**src/rtl/multi_cycle_cu.sv**
```systemverilog
`default_nettype none
// ============================================================================
//  Module   : multi_cycle_cu
//  Purpose  : Main control FSM of the multi-cycle MIPS core. Sequences each
//             instruction through fetch / decode / execute / memory /
//             writeback, drives the datapath selects and write enables, and
//             stalls on the shared-memory ready handshake.
//  Revision : 1.0 - initial release
// ============================================================================
module multi_cycle_cu (
  input  logic        clk,
  input  logic        reset,
  input  logic [5:0]  opcode,
  input  logic        mem_ready,
  output logic        pc_we,
  output logic        branch,
  output logic        iord,
  output logic        mem_rd,
  output logic        mem_we,
  output logic        ir_we,
  output logic        reg_we,
  output logic        wreg_dst_sel,
  output logic        wrbck_sel,
  output logic        alu_src_a,
  output logic [1:0]  alu_src_b,
  output logic [1:0]  aluop,
  output logic [1:0]  pc_src,
  output logic        illegal_op,
  output logic [3:0]  state_debug,
  output logic [31:0] instr_count
);

  localparam logic [3:0] FETCH    = 4'd0;
  localparam logic [3:0] DECODE   = 4'd1;
  localparam logic [3:0] MEMADR   = 4'd2;
  localparam logic [3:0] MEMRD    = 4'd3;
  localparam logic [3:0] MEMWB    = 4'd4;
  localparam logic [3:0] MEMWR    = 4'd5;
  localparam logic [3:0] EXECUTE  = 4'd6;
  localparam logic [3:0] ALUWB    = 4'd7;
  localparam logic [3:0] BRANCH   = 4'd8;
  localparam logic [3:0] ADDIEXEC = 4'd9;
  localparam logic [3:0] ADDIWB   = 4'd10;
  localparam logic [3:0] JUMP     = 4'd11;

  localparam logic [5:0] OP_RTYPE = 6'b000000;
  localparam logic [5:0] OP_LW    = 6'b100011;
  localparam logic [5:0] OP_SW    = 6'b101011;
  localparam logic [5:0] OP_BEQ   = 6'b000100;
  localparam logic [5:0] OP_ADDI  = 6'b001000;
  localparam logic [5:0] OP_J     = 6'b000010;

  logic [3:0] state;
  logic [3:0] next_state;
  logic       retire;

  // Ungated write strobes; reset masks them before they reach the ports.
  logic pc_we_s, branch_s, mem_we_s, ir_we_s, reg_we_s, illegal_s;

  // Next-state selection and detection of the edge that retires an instruction
  always_comb begin
    next_state = FETCH;
    retire     = 1'b0;
    case (state)
      FETCH:    next_state = mem_ready ? DECODE : FETCH;
      DECODE: begin
        case (opcode)
          OP_LW, OP_SW: next_state = MEMADR;
          OP_RTYPE:     next_state = EXECUTE;
          OP_BEQ:       next_state = BRANCH;
          OP_ADDI:      next_state = ADDIEXEC;
          OP_J:         next_state = JUMP;
          default:      next_state = FETCH;
        endcase
      end
      MEMADR:   next_state = (opcode == OP_SW) ? MEMWR : MEMRD;
      MEMRD:    next_state = mem_ready ? MEMWB : MEMRD;
      MEMWB: begin
        next_state = FETCH;
        retire     = 1'b1;
      end
      MEMWR: begin
        next_state = mem_ready ? FETCH : MEMWR;
        retire     = mem_ready;
      end
      EXECUTE:  next_state = ALUWB;
      ALUWB, BRANCH, ADDIWB, JUMP: begin
        next_state = FETCH;
        retire     = 1'b1;
      end
      ADDIEXEC: next_state = ADDIWB;
      default:  next_state = FETCH;   // unused codes recover to FETCH
    endcase
  end

  // Per-state datapath controls; only the FETCH strobes depend on mem_ready
  always_comb begin
    pc_we_s      = 1'b0;
    branch_s     = 1'b0;
    iord         = 1'b0;
    mem_rd       = 1'b0;
    mem_we_s     = 1'b0;
    ir_we_s      = 1'b0;
    reg_we_s     = 1'b0;
    wreg_dst_sel = 1'b0;
    wrbck_sel    = 1'b0;
    alu_src_a    = 1'b0;
    alu_src_b    = 2'b00;
    aluop        = 2'b00;
    pc_src       = 2'b00;
    illegal_s    = 1'b0;
    case (state)
      FETCH: begin
        mem_rd    = 1'b1;
        alu_src_b = 2'b01;
        ir_we_s   = mem_ready;
        pc_we_s   = mem_ready;
      end
      DECODE: begin
        alu_src_b = 2'b11;
        illegal_s = !(opcode == OP_LW || opcode == OP_SW || opcode == OP_RTYPE ||
                      opcode == OP_BEQ || opcode == OP_ADDI || opcode == OP_J);
      end
      MEMADR, ADDIEXEC: begin
        alu_src_a = 1'b1;
        alu_src_b = 2'b10;
      end
      MEMRD: begin
        iord   = 1'b1;
        mem_rd = 1'b1;
      end
      MEMWB: begin
        reg_we_s  = 1'b1;
        wrbck_sel = 1'b1;
      end
      MEMWR: begin
        iord     = 1'b1;
        mem_we_s = 1'b1;
      end
      EXECUTE: begin
        alu_src_a = 1'b1;
        aluop     = 2'b10;
      end
      ALUWB: begin
        reg_we_s     = 1'b1;
        wreg_dst_sel = 1'b1;
      end
      BRANCH: begin
        alu_src_a = 1'b1;
        aluop     = 2'b01;
        branch_s  = 1'b1;
        pc_src    = 2'b01;
      end
      ADDIWB:   reg_we_s = 1'b1;
      JUMP: begin
        pc_we_s = 1'b1;
        pc_src  = 2'b10;
      end
      default: ;
    endcase
  end

  // Write strobes are suppressed for as long as reset is held
  always_comb begin
    pc_we      = pc_we_s   & ~reset;
    branch     = branch_s  & ~reset;
    mem_we     = mem_we_s  & ~reset;
    ir_we      = ir_we_s   & ~reset;
    reg_we     = reg_we_s  & ~reset;
    illegal_op = illegal_s & ~reset;
  end

  // State register
  always_ff @(posedge clk or posedge reset) begin
    if (reset) state <= FETCH;
    else       state <= next_state;
  end

  // Retired-instruction counter, wraps naturally at 2^32
  always_ff @(posedge clk or posedge reset) begin
    if (reset)       instr_count <= 32'd0;
    else if (retire) instr_count <= instr_count + 32'd1;
  end

  assign state_debug = state;

endmodule
`default_nettype wire

```
**config.mk**
```make
export PLATFORM = sky130hd
export DESIGN_NAME = multi_cycle_cu
export DESIGN_NICKNAME = d
export VERILOG_FILES = /design/src/rtl/multi_cycle_cu.sv
export SDC_FILE = /design/constraint.sdc
export NUM_CORES = 1
export LEC_CHECK = 0
export BUFFER_PORTS_ARGS = -buffer_cell sky130_fd_sc_hd__buf_2
export CORE_MARGIN = 3
export CORE_UTILIZATION = 38
export DETAILED_ROUTE_END_ITERATION = 16
export PLACE_DENSITY = 0.68
export SYNTH_ARGS = -nofsm -noshare
export SYNTH_HDL_FRONTEND = slang
export SYNTH_SLANG_ARGS = --single-unit
```
**constraint.sdc**
```tcl
create_clock -name clk -period 2.1 [get_ports clk]
set_input_delay 0.105 -clock clk [delete_from_list [all_inputs] [get_ports clk]]
set_output_delay 0.105 -clock clk [all_outputs]
set_load 0.01 [all_outputs]
```
**Word-level counts from Yosys, hierarchy flattened**

Index checks and enable logic that the tools add are counted.

- Output and inout port bits: 53
- RAM bits: 0
- Register bits: 36
- Word-level logic and storage cells: 62
- Memories: 0
- Bits of input ports: 9
- Bits in latches: 0
- Memory bits (read-only): 0

- $mul: 0
- Multiplexer cells: 21
- Magnitude comparators: 0
- Bitwise operators: 7
- Shift operators: 0
- $add $sub $neg: 1
- Div/mod/pow operators: 0
- Reduce and logical (&&, ||, !) cells: 15
- Equal/unequal tests: 16

Operators with widths:

| cell | number |
|---|---|
| $add A32 B1 Y32 const B | 1 |
| $pmux W4 S7 | 1 |
| $pmux W4 S5 | 1 |
| $eq A4 B3 Y1 const B | 4 |
| $eq A4 B4 Y1 const B | 4 |
| $eq A6 B6 Y1 const B | 2 |
| $mux W1 | 11 |
| $mux W3 | 3 |
| $eq A4 B2 Y1 const B | 2 |
| $pmux W2 S2 | 2 |
| $reduce_or A2 Y1 | 4 |
| $and A1 B1 Y1 | 6 |
| $eq A6 B2 Y1 const B | 1 |
| $eq A6 B3 Y1 const B | 1 |
| $eq A6 B4 Y1 const B | 1 |
| $logic_not A6 Y1 | 1 |
| $pmux W2 S3 | 1 |
| $logic_or A1 B1 Y1 | 5 |
| $reduce_or A5 Y1 | 1 |
| $eq A4 B1 Y1 const B | 1 |
| $logic_not A4 Y1 | 1 |
| $pmux W1 S2 | 2 |
| $reduce_or A4 Y1 | 1 |
| $reduce_or A3 Y1 | 1 |
| other kinds (2) | 2 |

**Logic depth before layout (Yosys ltp)**

Gate-level depths: netlist of the first run.

- Depth in word-level cells: 9
- Gate-level depth with buffers: 7
- Mapped depth without buffers: 5

**Worst setup path after synthesis of the first run**

Ideal clock, no wire load.

- Path type: reg-to-reg
- Start: register state[1], in the netlist state_debug[1]
- End: register instr_count[30]
- Data required time: 2.021 ns
- Setup slack: 0.525 ns
- Setup time: 0.079 ns
- Cell stages (with the launch flop): 8
- Period minus slack after synthesis: 1.575 ns
- Data arrival time: 1.496 ns
- Path buffers: 2
- Path through: dfrtp_1 > buf_6 > nor2b_4 > o21ai_4 > nand4_2 > buf_6 > nor3_2 > xor2_1

- Cells in the longest elaborated chain, start to end: 3
- Elaborated cells on any way between the ends: 8
- Classes of those cells: eq/ne: 6; mux: 1; reduce/logical: 1

RTL lines:

| what | RTL line | text |
|---|---|---|
| start: declaration | 53 | `logic [3:0] state;` |
| start signal: assignment | 176 | `else state <= next_state;` |
| $eq A4 B4 Y1 or $eq A4 B3 Y1 (tied branches) | 64 | `case (state)` |
| $reduce_or A5 Y1 (no line) | -- |  |
| $pmux W1 S2 * | 64 |  |
| end signal: assignment | 182 | `else if (retire) instr_count <= instr_count + 32'd1;` |
| end: declaration | 30 | `output logic [31:0] instr_count` |

Mark *: on every way between the ends. The rest lies on a longest branch, timed or not.
A chain may end at the register's enable or synchronous reset.

**Final worst setup path of the first run**

- Start: input reset
- End: output pc_we

- Cells in the longest elaborated chain, start to end: 2

RTL lines:

| what | RTL line | text |
|---|---|---|
| start: declaration | 12 | `input logic reset,` |
| $not A1 Y1 | 165 | `pc_we = pc_we_s & ~reset;` |
| $and A1 B1 Y1 | 165 |  |
| end: declaration | 15 | `output logic pc_we,` |

Every way passes these cells.

==> results.md, run 1 <==
Synth:
- The net count after synthesis is 227.
- The number of warnings issued by yosys is 0.
- After synthesis the cells add up to 2130 um2.
- After technology mapping, the gate count stands at 217.
- Of the synthesized area, sequential elements account for 0.422.
- Yosys mapped the design onto 42 distinct sky130hd cell types.
- Ranked by total cell area, the synthesized netlist is headed by dfrtp_1 (42%), xnor2_1 (7.0%), xor2_1 (7.0%).
- A synthesized cell averages 9.83 um2.
- Of all cell types, the one taking the most synthesized area is dfrtp_1.
- The area share of the largest cell type after synthesis is 0.422.
- The synthesis-stage register bit count is 36.

GRT:
- The global routing usage summed across all routing layers is 0.157.
- After global routing the overflow that remains totals 0.
- Entering global routing, the biggest net connects 26 pins.
- The via count of the first global-routing pass is 1677.
- The initial antenna violation count is 0.
- The first global-routing pass estimated 8070 um of wire.

Clocking:
- After clock tree synthesis, the clock-pin slew on the worst setup and hold paths is 0.07 ns.
- TritonCTS built the clock tree.
- Counting every sink on the clock net gives 36.
- At the later pin of the worst-skew pair, clock insertion delay measures 0.28 ns.
- The root buffer cell is clkbuf_8.
- In this run the post-CTS setup repair buffer count came out at 0.
- Counting along the longest clock path gives a buffer depth of 2.
- The number of clock buffers added by TritonCTS is 5.
- The count of H-tree levels built during CTS is 2.

Worst setup path:
- The worst endpoint data arrival time is 1.73 ns.
- The most common cell type on the critical path is buf_2.
- The number of cells on the worst reg-to-reg path is 5.
- The startpoint identified for the worst register-to-register timing path is instr_count[0].
- The worst setup path is launched from an input port.
- The buffer and inverter count on the worst path is 4.
- STA classifies the critical path endpoint as an output pin.
- The critical path goes through dlygate4sd3_1 -> buf_2 -> inv_1 -> and4_1 -> a21o_1 -> buf_2.
- The endpoint identified for the worst register-to-register timing path is instr_count[28].
- For flop-to-flop paths, the worst setup slack is 0.33 ns.
- The gate family responsible for the most delay along the worst path is buffers and inverters.
- For this design, the slowest cell found on the critical path is dlygate4sd3_1.
- The largest driver fanout on the critical path is 15.
- STA puts the critical path data required time at 2.00 ns.
- The kind of critical path is in2out.
- The stage delay of the slowest cell on the critical path is 0.53 ns.

Detailed routing:
- The detailed router finished its first iteration with 102 violations.
- Across all layers, the routed design uses 1794 vias.
- In this run the remaining antenna-violating nets after routing total 0.
- The number of vias per cell after detailed routing is 5.10.
- The final wirelength is 4910 um.
- The detailed-route wire length per cell is 13.9 um.
- The first-pass detailed-route iteration total is 4.
- The residual DRC count is 0.

Finish:
- The leading cell type in the layout, fill and taps excluded is buf_2.
- The net count of the finished layout is 291.
- The final standard cell count with taps included and fillers excluded is 352.
- The post-route core utilization is 0.495.
- The area growth from synthesis to layout is 22.3%.
- The share of post-route cells with drive strength above 1 is 0.337.
- The library cells used most frequently in the layout, excluding fill and tap cells, are buf_2 (61), dfrtp_1 (36), nand2_1 (19), nor2_1 (19).
- The number of antenna diodes in the final layout is 0.

Timing:
- The setup TNS is 0 ns.
- On the final layout, the worst clock skew is 0.00260 ns.
- The ratio of final minimum period to clock period is 0.872.
- The number of hold violations in the final report is 0.
- The worst pin sits at a relative slew slack of 0.637.
- The worst hold margin is 0.196 ns.
- Based on the critical path, the design can be clocked at up to 546 MHz.
- For the pin with the worst max-slew slack, the measured transition is 0.544 ns.
- The number of max-slew violations in the final report is 0.
- Setup repair after global routing left no endpoint under its margin.
- The final critical delay including setup and external delays is 1.83 ns.
- Setup violations remaining at the end of the flow were counted as 0.

Pwr:
- Dividing total power by cell area gives a power density of 831 nW/um2.
- The total power after layout is 2.17 mW.
- The worst ir drop on vdd is 0.543 mV.
- In this run the static leakage power is 1.31 nW.

Place:
- The number of placed instances, taps included is 343.
- Port buffering added 61 buffers.
- The routability congestion estimate is 0.807.
- The HPWL after detailed placement is 3650 um.

Die:
- In this run the vertical extent of the chip is 80.9 um.
- The die extent in x is 80.9 um.
- Pin placement for this block handled 62 I/O pins.
- The initial utilization of the core area, before any placement, comes to 0.405.
- The total number of placement rows is 26.
- The region available for standard cell placement spans 5270 um2.
- The total die area is 6550 um2.

Hold path:
- The hold path startpoint is opcode[4].
- The worst hold path terminates at state_debug[3].
- The min-delay analysis places its worst path in the category in2reg.
- The number of instances on the worst hold path is 4.

Outcome:
- The run finished with clean final reports.

Flow run:
- The number of max-cap violations is 0.
-- worst max path at each step --
stage	slack (ns)	end	cells past startpoint	from
finish	0.27	pc_we	6	reset
global route	0.09	illegal_op	6	reset
CTS	0.16	instr_count[28]	5	instr_count[0]
detailed placement	0.20	instr_count[28]	5	state_debug[3]
global placement	0.24	instr_count[28]	5	state_debug[3]
floorplan	0.52	instr_count[30]	7	state_debug[1]
-- logic make-up (layout without fill, tap and decap cells) --
family,after synthesis,count (layout),share of synthesized area
xor gates and xnor gates,34,34,0.140
buffers and inverters,18,83,0.0434
muxes,2,2,0.00997
and+or+nand+nor,107,107,0.314
AOI/OAI and AO/OA,19,19,0.0645
adders and majority gates,1,1,0.00586
DFF,36,36,0.422
-- per-layer routing --
metal / share of wire / vias up / GRT usage / wire (um)
met5: 0 / - / 0 / 0
met4: 0.013 / 0 / 0.0507 / 66
met3: 0.061 / 6 / 0.0322 / 300
met2: 0.46 / 55 / 0.244 / 2260
met1: 0.46 / 850 / 0.218 / 2280
li1: - / 883 / - / -
-- where the power goes --
part | total (mW) | internal (mW) | switching, mW
combinational | 0.826 | 0.326 | 0.501
clock | 0.508 | 0.268 | 0.240
sequential | 0.835 | 0.755 | 0.0795
-- stage by stage --
step           area [um2]  worst slack [ns]
6_report             2610             0.268
5_1_grt              2610            0.0867
4_1_cts              2600             0.156
3_5_place_dp         2500             0.201
3_3_place_gp         2500             0.239
2_1_floorplan        2130             0.525
-- registers in the layout, summed over array words and instances, names as in the netlist --
name	cells
state_debug	4
instr_count	32
-- tightest hold or removal path, cell delays in order --
cell	delay, ns
buf_2	0.10
nor4_1	0.06
nor2_1	0.11
nor3_1	0.07
-- repair_timing --
item	in CTS	in global routing
endpoints found under the setup margin	0	1
gates resized for setup	0	1
hold buffers	1	0
hold endpoints to repair	11	0
-- cell type report --
cell class,count,area [um2]
inverters,8,30.0
fillers,527,2660
well taps,70,87.6
clock buffers,8,90.1
multi-input cells,163,1150
flip-flops and latches,36,901
repair buffers,67,353
-- synth_stat cells, drive strengths merged --
library cell / count
a21o: 2
nor4b: 1
nand4: 8
a21oi: 8
o21ai: 4
a311o: 1
clkbuf: 2
and2: 3
nor2: 19
xor2: 17
nand2b: 4
o22ai: 2
and3: 5
buf: 8
mux2i: 1
ha: 1
xnor2: 17
nand2: 19
mux2: 1
inv: 8
nor3: 17
o31ai: 1
nor4: 11
and4: 4
dfrtp: 36
a41o: 1
nor2b: 2
nand3: 14
Note: power is estimated with default switching activity, not from simulation.
==> run 2: changes to the inputs <==
- clock period: 2.1 -> 2.2 ns (I/O delays scaled with it)
==> results.md, run 2 (synthesized netlist as in run 1, its figures left out) <==
Detailed routing:
- The detailed-route wire length per cell is 13.6 um (-2.6%).
- The count of vias placed by the detailed router came to 1769 (-1.4%).
- The final wirelength was 4790 um (-2.4%).
- The number of vias per cell after detailed routing is 5.01 (-1.7%).
- The residual DRC count is 0 (unchanged).
- The antenna violation net count after detailed routing is 0 (unchanged).
- The first-pass detailed-route iteration total is 4 (unchanged).
- The iteration-0 DRC count of the detailed router came to 144 (+41%).

Flow run:
- The number of max-cap violations is 0 (unchanged).

Die:
- The total number of placement rows was 26 (unchanged).
- The die extent in x is 80.9 um (unchanged).
- The total die area is 6550 um2 (unchanged).
- The starting utilization of the core area was 0.405 (unchanged).
- The core outline area came to 5270 um2 (unchanged).
- The number of I/O pins came to 62 (unchanged).
- The y dimension of the die came to 80.9 um (unchanged).

Worst setup path:
- The element type at the critical path start is a flop.
- The setup path with the least slack is of type reg2reg.
- The worst endpoint data arrival time is 2.12 ns (+0.39 ns).
- The critical path starts at state_debug[3].
- The largest driver fanout on the critical path is 11 (-4).
- The critical path endpoint category is a flop.
- The startpoint of the lowest-slack register-to-register path is state_debug[3].
- The required arrival time at the worst endpoint came to 2.40 ns (+0.40 ns).

Finish:
- The share of post-route cells with drive strength above 1 is 0.339 (+0.00234).
- Leaving out fill and tap cells, the most frequent cell in the layout is buf_2.
- The finished layout cell area was 2610 um2 (about the same).
- The area of the multi-input gates is 1140 um2 (-0.76%).
- The filler cell count in the final layout was 536 (+1.7%).
- The final layout net count is 292 (+0.34%).
- The diode insertion count for antenna repair came to 0 (unchanged).
- The register area is 901 um2 (unchanged).
- The layout overhead on the synthesized area is 22.3% (about the same).
- The most flop-heavy register is instr_count.
- The top cell types in the final layout, fill and taps aside, are buf_2 (61), dfrtp_1 (36), nand2_1 (19), nor2_1 (19).
- The flip-flop count of the largest register, all copies and words added is 32 (unchanged).

Timing:
- The worst hold margin is 0.215 ns (+0.0189 ns).
- The fmax is 522 MHz.
- The number of max-slew violations in the final report was 0 (unchanged).
- The count of final setup violators was 0 (unchanged).
- The setup TNS is 0 ns (unchanged).
- Dividing the final minimum period by the clock period gives 0.871.
- The worst-case clock skew is 0.00461 ns (+0.00201 ns).
- The worst path needs 1.92 ns of the cycle, external delays included.
- The worst-margin pin slew was 0.434 ns (-0.109 ns).
- Setup repair after global routing left no endpoint under its margin.
- The worst max-slew margin expressed relative to the limit is 0.709 (+0.0723).
- The number of hold violations in the final report is 0 (unchanged).

Clocking:
- The worst-skew pair later-pin latency is 0.28 ns (about the same).
- The root buffer cell chosen for the clock tree is clkbuf_8.
- The clock tree from TritonCTS is yes.
- The clock slew at the register clock pins of the worst setup and hold paths was 0.07 ns (about the same).
- The count of H-tree levels built during CTS was 2 (unchanged).
- The buffer depth of the longest clock path came to 2 (unchanged).
- The number of sinks on the clock net is 36 (unchanged).
- The number of setup buffers added after CTS was 0 (unchanged).
- The number of buffers created by CTS is 5 (unchanged).

Place:
- The HPWL after detailed placement is 3620 um (-1.1%).
- The routability congestion estimate is 0.821 (+1.7%).
- The standard cell area after detailed placement is 2510 um2 (+0.30%).
- The quantity of I/O buffers inserted on ports came to 61 (unchanged).

Pwr:
- The cell leakage power was 1.33 nW (+1.2%).
- The worst ir drop on vdd is 0.402 mV (-26%).
- The power per standard cell area is 788 nW/um2 (-5.2%).

GRT:
- The maximum number of pins on one net before global-route repair is 25 (-3.8%).
- The via count of the first global-routing pass is 1661 (-0.95%).
- The initial antenna violation count is 0 (unchanged).
- The global-route congestion overflow total came to 0 (unchanged).
- The global-route wire length before repair came to 8070 um (about the same).
- The global routing usage summed across all routing layers is 0.155 (-0.00125).

Hold path:
- The tightest min-delay check is of the in2reg type.
- The worst hold path begins at opcode[4].

Outcome:
- The run finished with clean final reports.
==> run 2: cell count changes in the layout (fill, tap and decap cells not counted), sizes merged <==
cell / previous run / this run
buf: 66 / 67
==> run 2: final timing paths <==
check	endpoint	slack (ns)	cells past startpoint
setup / recovery	instr_count[28]	0.28	5
hold / removal	state_debug[3]	0.21	4
min in group asynchronous	state_debug[2]	0.43	4
setup reg to reg	instr_count[28]	0.28	5
hold reg to reg	instr_count[31]	0.47	1
max in group asynchronous	instr_count[16]	1.46	4
==> run 2: routing by layer <==
layer  up-vias  track usage  part of all wire
li1        885            -                 -
met1       813        0.228              0.47
met2        66        0.233              0.45
met3         5       0.0322             0.068
met4         0       0.0389             0.010
met5         -            0                 0
==> run 2: repair_timing <==
| action | in CTS | in global routing |
|---|---|---|
| hold endpoints to repair | 36 | 0 |
| resized for setup | 0 | 0 |
| setup endpoints to repair | 0 | 0 |
| hold buffers | 1 | 0 |
==> run 2: power by group <==
part,switching (mW),internal [mW],total [mW]
combinational,0.434,0.310,0.744
clock,0.225,0.255,0.480
sequential,0.112,0.721,0.832
==> run 2: final cells by class <==
type,count,area share
Clock buffer,8,0.0345
Inverter,8,0.0115
Multi-Input combinational cell,163,0.437
Sequential cell,36,0.345
Tap cell,70,0.0336
Timing Repair Buffer,68,0.138
==> run 2: stage by stage <==
step / cells / power, mW / worst slack, ns / utilization
after global routing: 353 / 2.21 / 0.0803 / 0.495
after detailed placement: 344 / 1.59 / 0.297 / 0.476
after CTS: 353 / 2.08 / 0.282 / 0.495
after floorplan: 217 / 1.33 / 0.625 / -
after global placement: 344 / 1.58 / 0.318 / 0.476
final: 353 / 2.06 / 0.283 / 0.495
==> run 2: worst max-delay path: stages (launching register included) <==
cell and delay (ns):
dfrtp_1 0.52, nor2_1 0.19, a21oi_4 0.23, nand4_2 0.38
nor4_2 0.37, xnor2_1 0.15
==> run 3: changes to the inputs <==
- clock period: 2.2 -> 1.87 ns (I/O delays scaled with it)
==> results.md, run 3 (synthesized netlist as in run 1, its figures left out) <==
Die:
- The total die area is 6550 um2 (unchanged).
- The die extent in x came to 80.9 um (unchanged).
- The number of I/O pins was 62 (unchanged).
- The starting utilization of the core area is 0.405 (unchanged).
- The core outline area is 5270 um2 (unchanged).
- The total number of placement rows came to 26 (unchanged).
- The y dimension of the die is 80.9 um (unchanged).

Clocking:
- The clock slew at the register clock pins of the worst setup and hold paths is 0.07 ns (about the same).
- The number of buffers created by CTS is 5 (unchanged).
- The number of sinks on the clock net was 36 (unchanged).
- The count of H-tree levels built during CTS is 2 (unchanged).
- The clock tree from TritonCTS is yes.
- The buffer depth of the longest clock path is 2 (unchanged).
- The worst-skew pair later-pin latency was 0.28 ns (about the same).
- The cell sitting at the root of the clock tree is a clkbuf_8.

GRT:
- The global routing usage summed across all routing layers is 0.160 (+0.00410).
- The initial antenna violation count was 0 (unchanged).
- The global-route congestion overflow total came to 0 (unchanged).
- The global-route wire length before repair is 8230 um (+2.0%).
- The via count of the first global-routing pass is 1740 (+4.8%).
- The maximum number of pins on one net before global-route repair came to 19 (-24%).

Timing:
- Based on the critical path, the design can be clocked at up to 585 MHz.
- The worst-case clock skew is 0.00412 ns (-0.000485 ns).
- Dividing the final minimum period by the clock period gives 0.915.
- The worst-margin pin slew is 0.418 ns (-0.0160 ns).
- Setup repair after global routing left no endpoint under its margin.
- The number of max-slew violations in the final report is 0 (unchanged).
- The final setup slack of the worst path was 0.160 ns (-0.124 ns).
- The clock period could shrink to 1.71 ns.
- The worst max-slew margin expressed relative to the limit is 0.719 (+0.00915).
- The number of hold violations in the final report is 0 (unchanged).
- The count of final setup violators is 0 (unchanged).
- The setup TNS came to 0 ns (unchanged).

Finish:
- The most flop-heavy register is instr_count.
- The share of post-route cells with drive strength above 1 was 0.382 (+0.0425).
- From synthesis to final layout, the design area changed by 27.9%.
- The final layout net count is 305 (+4.5%).
- In the layout the commonest cells are buf_2 (61), dfrtp_1 (35), nor2_1 (19), buf_4 (19), nand2_1 (18).
- The diode insertion count for antenna repair was 0 (unchanged).
- The leading cell type in the layout, fill and taps excluded is buf_2.
- The filler cell count in the final layout was 503 (-6.2%).
- The flip-flop count of the largest register, all copies and words added is 32 (unchanged).

Worst setup path:
- The largest driver fanout on the critical path is 6 (-5).
- The worst setup path is captured at an output pin.
- The worst setup path is of the reg2out kind.
- The critical-path cell with the highest stage delay is dfrtp_2.
- The stage delay of the slowest cell on the critical path is 0.46 ns (-0.06 ns).
- The element type at the critical path start is a flop.
- The worst endpoint data arrival time came to 1.62 ns (-0.50 ns).
- The signal on the critical path passes through nor2_1 -> buf_4 -> nand3_1 -> nor4_1 -> buf_2.
- The required arrival time at the worst endpoint is 1.78 ns (-0.62 ns).

Pwr:
- The worst ir drop on vdd is 0.693 mV (+73%).
- The cell leakage power is 1.40 nW (+5.5%).
- The power share of the sequential group is 0.361 (-0.044).
- The clock group share of total power was 0.255 (+0.022).
- The internal power was 1.68 mW (+30%).
- The power per standard cell area is 953 nW/um2 (+21%).
- The share of total power consumed by net switching is 0.355 (-0.0197).
- The combinational cell fraction of total power is 0.384 (+0.022).
- The net switching component of the power is 0.922 mW (+20%).

Detailed routing:
- The first-pass detailed-route iteration total came to 4 (unchanged).
- The detailed-route wire length per cell is 13.5 um (-0.75%).
- The number of vias per cell after detailed routing is 5.00 (-0.28%).
- The iteration-0 DRC count of the detailed router is 108 (-25%).
- The residual DRC count is 0 (unchanged).
- The count of vias placed by the detailed router is 1829 (+3.4%).
- The antenna violation net count after detailed routing came to 0 (unchanged).
- The final wirelength is 4930 um (+2.9%).

Place:
- The HPWL after detailed placement is 3830 um (+6.0%).
- The post-placement worst setup slack was 0.169 ns (-0.127 ns).
- The routability congestion estimate is 0.776 (-5.4%).
- The quantity of I/O buffers inserted on ports is 61 (unchanged).

Flow run:
- The number of max-cap violations came to 0 (unchanged).

Outcome:
- The run finished with clean final reports.

Hold path:
- The type of the most critical hold path is in2reg.
==> run 3: worst max-delay path: cells and delay by family (launching register included) <==
kind,cells,cell delay (ns)
buffers and inverters,2,0.36
AND/OR/NAND/NOR,3,0.51
flip-flops,1,0.46
==> run 3: worst paths after layout <==
| check | from | depth (start not counted) | to | slack [ns] |
|---|---|---|---|---|
| worst max-delay path | state_debug[2] | 5 | illegal_op | 0.16 |
| worst min-delay path | opcode[4] | 4 | state_debug[3] | 0.18 |
| worst max register to register | state_debug[0] | 6 | instr_count[19] | 0.20 |
| worst min register to register | instr_count[31] | 1 | instr_count[31] | 0.46 |
| max in group asynchronous | reset | 4 | state_debug[2] | 1.09 |
| min in group asynchronous | reset | 4 | state_debug[0] | 0.56 |
==> run 3: layer usage <==
metal	GRT usage	share of wire	vias to the layer above
met5	0	0	-
met4	0.0422	0.0089	0
met3	0.0366	0.061	5
met2	0.252	0.46	50
met1	0.220	0.47	858
li1	-	-	916
==> run 3: timing repair <==
item / in CTS / in global routing
buffers inserted: 0 / 0
resized for setup: 0 / 3
hold buffers: 1 / 0
hold endpoints to repair: 18 / 0
endpoints found under the setup margin: 0 / 2
==> run 3: final cells by class <==
type,instances,area (um2),area share
Multi-Input combinational cell,163,1140,0.419
Timing Repair Buffer,81,458,0.168
Inverter,8,30.0,0.0110
Sequential cell,36,902,0.331
Clock inverter,2,35.0,0.0128
Clock buffer,6,72.6,0.0266
Tap cell,70,87.6,0.0321
==> run 3: per-stage QoR <==
| step | hold WS [ns] | utilization | cells | power, mW | instance area (um2) |
|---|---|---|---|---|---|
| after global placement | 0.293 | 0.495 | 357 | 1.93 | 2610 |
| after floorplan | 0.235 | - | 217 | 1.56 | 2130 |
| after detailed placement | 0.298 | 0.495 | 357 | 1.95 | 2610 |
| after CTS | 0.178 | 0.517 | 366 | 2.62 | 2720 |
| final | 0.184 | 0.518 | 366 | 2.60 | 2730 |
| after global routing | 0.226 | 0.518 | 366 | 2.77 | 2730 |
==> run 3: power by group through the flow <==
| stage | combinational [mW] | sequential, mW | clock [mW] |
|---|---|---|---|
| global route | 1.11 | 0.948 | 0.716 |
| detailed placement | 0.997 | 0.951 | 0 |
| finish | 0.997 | 0.939 | 0.663 |
| CTS | 1.00 | 0.936 | 0.685 |
| global placement | 0.986 | 0.947 | 0 |
| floorplan | 0.586 | 0.979 | 0 |
